==> config.mk <==
export PLATFORM = sky130hd
export DESIGN_NAME = kb_ascii_sequencer
export DESIGN_NICKNAME = d
export VERILOG_FILES = /design/src/rtl/kb_ascii_sequencer.sv
export SDC_FILE = /design/constraint.sdc
export NUM_CORES = 1
export LEC_CHECK = 0
export CAP_MARGIN = 20
export CORE_AREA = 2 2 97 99
export DETAILED_ROUTE_END_ITERATION = 8
export DIE_AREA = 0 0 99 101
export MAX_ROUTING_LAYER = met4
export PLACE_DENSITY = 0.82
export SLEW_MARGIN = 10
export SYNTH_ARGS = -nofsm -noshare
export SYNTH_HDL_FRONTEND = slang
export SYNTH_SLANG_ARGS = --single-unit
==> constraint.sdc <==
create_clock -name clk -period 4.99 [get_ports clk]
set_input_delay 0.499 -clock clk [delete_from_list [all_inputs] [get_ports clk]]
set_output_delay 0.499 -clock clk [all_outputs]
set_load 0.03 [all_outputs]
==> src/rtl/kb_ascii_sequencer.sv <==
// PS/2 make/break/extended parser feeding a scan-to-ASCII converter, with
// typematic/unknown-key filtering and a first-word-fall-through output FIFO.
module kb_ascii_sequencer #(
  parameter int ADDR_W       = 3,
  parameter bit REPEAT_EN    = 1'b0,
  parameter bit DROP_UNKNOWN = 1'b1
) (
  input  logic       clk,
  input  logic       reset,
  input  logic [7:0] scan_code,
  input  logic       scan_valid,
  output logic [7:0] key_code,
  input  logic [7:0] ascii_in,
  input  logic       rd_req,
  output logic [7:0] ascii_out,
  output logic       empty,
  output logic       full,
  output logic       overflow,
  input  logic       clr_overflow,
  output logic [2:0] state_dbg,
  output logic       held_valid_dbg
);

  // Handshake: scan_valid is a one-cycle strobe per byte with no back-pressure;
  // the consumer pops the head shown on ascii_out by raising rd_req while empty=0.

  localparam int DEPTH = 1 << ADDR_W;
  localparam logic [ADDR_W:0] FULL_CNT = {1'b1, {ADDR_W{1'b0}}};

  typedef enum logic [2:0] {
    IDLE    = 3'd0,
    BRK     = 3'd1,
    EXT     = 3'd2,
    EXT_BRK = 3'd3,
    PUSH    = 3'd4
  } state_t;

  state_t            state;
  logic [7:0]        held_code;
  logic              held_valid;
  logic [7:0]        mem [DEPTH];
  logic [ADDR_W-1:0] wr_ptr;
  logic [ADDR_W-1:0] rd_ptr;
  logic [ADDR_W:0]   count;
  logic              in_push;
  logic              accept;
  logic              wr_en;
  logic              rd_en;
  logic              lost;

  assign empty          = (count == '0);
  assign full           = (count == FULL_CNT);
  assign ascii_out      = mem[rd_ptr];
  assign state_dbg      = state;
  assign held_valid_dbg = held_valid;

  always_comb begin
    in_push = (state == PUSH);
    accept  = in_push && !(DROP_UNKNOWN && (ascii_in == 8'h2A));
    // A pop in the same cycle frees the slot, so a full FIFO can still take the write.
    wr_en   = accept && (!full || rd_req);
    rd_en   = rd_req && !empty;
    lost    = (accept && !wr_en) || (in_push && scan_valid);
  end

  always_ff @(posedge clk) begin
    if (reset) begin
      state      <= IDLE;
      key_code   <= 8'h00;
      held_code  <= 8'h00;
      held_valid <= 1'b0;
      overflow   <= 1'b0;
    end else begin
      if (lost)
        overflow <= 1'b1;
      else if (clr_overflow)
        overflow <= 1'b0;

      case (state)
        IDLE: begin
          if (scan_valid) begin
            if (scan_code == 8'hF0)
              state <= BRK;
            else if (scan_code == 8'hE0)
              state <= EXT;
            else if (REPEAT_EN || !held_valid || (scan_code != held_code)) begin
              key_code   <= scan_code;
              held_code  <= scan_code;
              held_valid <= 1'b1;
              state      <= PUSH;
            end
          end
        end
        BRK: begin
          if (scan_valid) begin
            if (scan_code == held_code)
              held_valid <= 1'b0;
            state <= IDLE;
          end
        end
        EXT: begin
          if (scan_valid)
            state <= (scan_code == 8'hF0) ? EXT_BRK : IDLE;
        end
        EXT_BRK: begin
          if (scan_valid)
            state <= IDLE;
        end
        PUSH:    state <= IDLE;
        default: state <= IDLE;
      endcase
    end
  end

  always_ff @(posedge clk) begin
    if (reset) begin
      wr_ptr <= '0;
      rd_ptr <= '0;
      count  <= '0;
      for (int i = 0; i < DEPTH; i++)
        mem[i] <= 8'h00;
    end else begin
      if (wr_en) begin
        mem[wr_ptr] <= ascii_in;
        wr_ptr      <= wr_ptr + 1'b1;
      end
      if (rd_en)
        rd_ptr <= rd_ptr + 1'b1;
      case ({wr_en, rd_en})
        2'b10:   count <= count + 1'b1;
        2'b01:   count <= count - 1'b1;
        default: count <= count;
      endcase
    end
  end

endmodule

# == Word level (Yosys, flattened, before mapping) ==
# Memory sizes are Yosys's and may differ from the RTL's. A register that Yosys moved wholly into a read port is not among the register bits.
# Cells that the tools add are included.
# classes
mux,28
reduce_logical,23
n_bitwise,2
n_eq_ne,21
add_sub_neg,4
# op_table
op,count
3-bit 2-to-1 mux,9
8-bit equality test (second input constant),2
1-bit 2-to-1 mux,14
2-bit != test (second input constant),7
3-bit one-hot mux with 3 select lines,1
8-bit by 6-bit equality test with 1-bit output (second input constant),1
8-bit equality test,1
8-bit 2-to-1 mux,1
8-bit != test,1
4-bit one-hot mux with 2 select lines,1
8-bit OR reduction,1
7-bit AND reduction,1
3-bit by 1-bit adder with 3-bit output (second input constant),2
3-bit by 2-bit equality test with 1-bit output (second input constant),2
2-bit nonzero test,3
1-bit logical AND,5
1-bit logical NOT,5
5-bit AND reduction,1
4-bit by 1-bit adder with 4-bit output (second input constant),1
4-bit equality test (second input constant),1
4-bit logical NOT,1
4-bit != test (second input constant),1
4-bit AND reduction,1
4-bit by 1-bit subtractor with 4-bit output (second input constant),1
11 further kinds,14
# word_totals
reg_bits,23
out_inout_bits,23
mem_bits_rw,64
memories,1
inputBits,21
# memory_table
name,depth,width,read_ports,rd_ports_with_merged_regs,write_ports,line_no,text
mem,8,8,1,1,8,41,logic [7:0] mem [DEPTH];

# == Depth between registers and ports, before layout ==
# depth
depth_word,9
depth_mapped,10
ltp_nobuf,10

# == Worst setup path before layout ==
# OpenSTA, ideal clock, no wires.
# synth_timing
path_kind,register to register
from,register count[0]
to,register count[3]
path_buffers,0
required_ns,4.869
stages_incl_launch_ff,10
setup_slack_ns,1.415
arrival_time_ns,3.454
cell_sequence,dfxtp_1 nor4b_1 a221oi_4 inv_2 ha_1 ha_1 a21o_1 a21oi_1 mux2i_1 mux2_2
# synth_via
elab_chain_len,6
# synth_lines
element,line_no,text
from (decl),44,logic [ADDR_W:0] count;
from (signal assigned),130,2'b10: count <= count + 1'b1;
from (signal assigned),131,2'b01: count <= count - 1'b1;
from (signal assigned),132,default: count <= count;
4-bit equality test *,52,assign full = (count == FULL_CNT);
net full,17,"output logic full,"
1-bit logical NOT *,61,wr_en = accept && (!full || rd_req);
1-bit logical OR *,61,
1-bit logical AND *,61,
2-bit by 1-bit equality test with 1-bit output / 2-bit equality test (equally long branches),129,"case ({wr_en, rd_en})"
4-bit one-hot mux with 2 select lines / 2-bit nonzero test (equally long branches),--,
# The timed path passes the listed nets; every way through them passes the cells marked *.
# A chain may end at the register's enable or synchronous reset.

# == Worst setup path in the final report ==
# layout_timing
from,input port ascii_in[4]
to,register count[3]
# layout_via
elab_chain_len,6
# layout_lines
element,line_no,text
from (decl),13,"input logic [7:0] ascii_in,"
8-bit by 6-bit equality test with 1-bit output *,59,accept = in_push && !(DROP_UNKNOWN && (ascii_in == 8'h2A));
1-bit logical NOT *,59,
1-bit logical AND *,59,
1-bit logical AND *,61,
2-bit by 1-bit equality test with 1-bit output / 2-bit equality test (equally long branches),129,
4-bit one-hot mux with 2 select lines / 2-bit nonzero test (equally long branches),--,
# Every way passes the cells marked *; elsewhere a longest branch is shown, timed or not.

==> impl_metrics.toml <==
[place]
gp_congestion = 0.829
numPlacedInstances = 514
dpl.hpwl_mm = 6.85
port_buffers = 43
postPlaceCellArea_um2 = 4940

[synth]
synth-main-ff-cell = "edfxtp_1"
syn_area_um2 = 4420
synth_edf_count = 64
yosysMostFrequentCell = "nor2_1"
synth_common_cells = "nor2_1, edfxtp_1, nand2_1"
yosysTopAreaCell = "edfxtp_1"
async_flop_share = 0
synth_area_leaders = "edfxtp_1, dfxtp_1, mux4_2, nor2_1, nand2_1"
synthCells = 375
yosysSeqAreaShare = 0.553
synth_seq_cells = 90
syn-num-nets = 402
yosysWarnings = 0
syn_area_per_cell_um2 = 11.8
synth_top_area_frac = 0.435
yosys.cell_types.count = 51

[sta]
fin_crit_ps = 3280
final.period_utilization = 0.657
relSlewSlack = 0.338
fin_skew_ps = 13.6
finalHoldViolCount = 0
slew_viol_final = 0
fmax_mhz = 305
rsz0062_at_grt = "false"
final.setup.tns_ps = 0
setup_viol_count_final = 0
worst_pin_slew_ps = 980

[finish]
drive_above_1_share = 0.159
syn_to_final_growth_pct = 18.3
final_cells = 533
fin_area_um2 = 5230
num_antenna_cells = 0
final_net_count = 444
final.fill_count = 707

[grt]
grt_pass1_vias = 3094
grt_start_max_net_pins = 32
antenna_found_initial = 0
grt-ovfl-total = 0
grt_pass1_wl_mm = 15.7
track_usage = 0.210

[job]
drv_cap = 0

[floorplanning]
pin_count = 44
core_area_um2 = 8980
die_w_um = 99
fp-row-count = 35
dieHeight_um = 101
start_util = 0.492
die-area_um2 = 10000

[clock_network]
ctsResizeCount = 0
cts_hold_buf = 0
cts_sinks = 90
ctsLongestPathBuffers = 2
htreeDepth = 3
cts_tree = "built"
clkSlewWorstSetupHoldPaths_ps = 90
cts_buffers = 9
cts-root-buf = "clkbuf_8"
cts_setup_buffers = 0
clkLatencyLatePin_ps = 360

[detailed_routing]
vias = 3096
routed_via_density = 5.81
drc = 0
wire_per_inst_um = 18.4
wirelength_mm = 9.80
drtIter0Drc = 203
dr.pass1.iters = 5
ant_nets = 0

[power]
power_density_nw_per_um2 = 403
power_mw = 2.11
p_leak_nw = 1.73
ir_drop_uv = 294

[outcome]
status = "finished clean"

[setup_path]
path_class = "input pin to register"
critPathMaxFanout = 6
crit_path_end_kind = "register"
worst_ep_required_time_ps = 5240
crit_path_start_kind = "input pin"
arrival_ps = 3530

[min_path]
hp-class = "register to register"
area by class of cell:
class | instances | area [um2] | area share
clock buffers | 9 | 124 | 0.0237
well taps | 111 | 139 | 0.0266
repair buffers | 55 | 536 | 0.102
inverters | 10 | 37.5 | 0.00718
clock inverters | 7 | 123 | 0.0235
multi-input cells | 251 | 1830 | 0.349
flip-flops and latches | 90 | 2440 | 0.467
registers in the layout, summed over array words and instances, names as in the netlist, named ones only:
name,flops
mem,64
held_code,8
count,4
rd_ptr,3
state_dbg,3
wr_ptr,3
held_valid_dbg,1
overflow,1
cells by family after synthesis:
group / after synthesis / synth area share
and+or+nand+nor: 162 / 0.191
adders and majority gates: 6 / 0.0187
DFF: 90 / 0.553
xor gates and xnor gates: 12 / 0.0238
AOI/OAI and AO/OA: 45 / 0.0731
buffers and inverters: 34 / 0.0337
muxes: 26 / 0.107
power breakdown:
group | total [mW] | switching (mW) | internal (mW) | leakage (nW)
Sequential | 0.919 | 0.0677 | 0.851 | 0.876
Combinational | 0.586 | 0.299 | 0.287 | 0.739
Clock | 0.605 | 0.268 | 0.336 | 0.116
Total | 2.11 | 0.635 | 1.47 | 1.73
metal layers:
layer | part of all wire | GRT usage | up-vias
li1 | - | - | 1468
met1 | 0.39 | 0.254 | 1493
met2 | 0.52 | 0.348 | 111
met3 | 0.067 | 0.0368 | 24
met4 | 0.024 | 0.0896 | 0
met5 | 0 | - | -
layout by cell type, fill, tap and decap left out, types with 4 or more instances in the layout:
cell type,n
buf_4,9
nand2_1,36
or4_1,8
nand2b_1,4
nand4_1,6
nand3_1,5
ha_1,5
a21oi_1,9
xnor2_1,9
nor2_1,68
nand4b_1,4
o21ai_0,11
nor2_4,10
mux4_2,16
mux2_2,9
clkdlybuf4s50_1,43
dfxtp_1,26
nor4b_1,5
edfxtp_1,64
inv_1,9
o2111ai_1,4
clkbuf_8,9
a31oi_1,5
path summary, 6_finish.rpt:
check                           cells after the start  slack [ps]              startpoint                endpoint
worst min-delay path                                2         510  rd_ptr[1]$_SDFFE_PP0P_  rd_ptr[1]$_SDFFE_PP0P_
worst max-delay path                               10        1710             ascii_in[4]   count[3]$_SDFFE_PP0P_
worst min register to register                      2         510  rd_ptr[1]$_SDFFE_PP0P_  rd_ptr[1]$_SDFFE_PP0P_
worst max register to register                      9        1950   count[0]$_SDFFE_PP0P_   count[3]$_SDFFE_PP0P_
per-stage QoR:
step / utilization / setup WS, ps / hold WS (ps)
final: 0.582 / 1710 / 514
after global routing: 0.582 / 1440 / 552
after CTS: 0.578 / 1450 / 515
after detailed placement: 0.551 / 1320 / 502
after global placement: 0.551 / 1490 / 494
after floorplan: - / 1410 / 472
worst max-delay path: stages:
cell and delay (ps):
clkdlybuf4s50_1 460, nor4b_1 870, a221oi_4 180, inv_2 160, ha_1 230, ha_1 250, a21o_1 170, a21oi_1 170
mux2i_1 210, mux2_2 340
No activity file was read; power rests on OpenSTA's default activity.
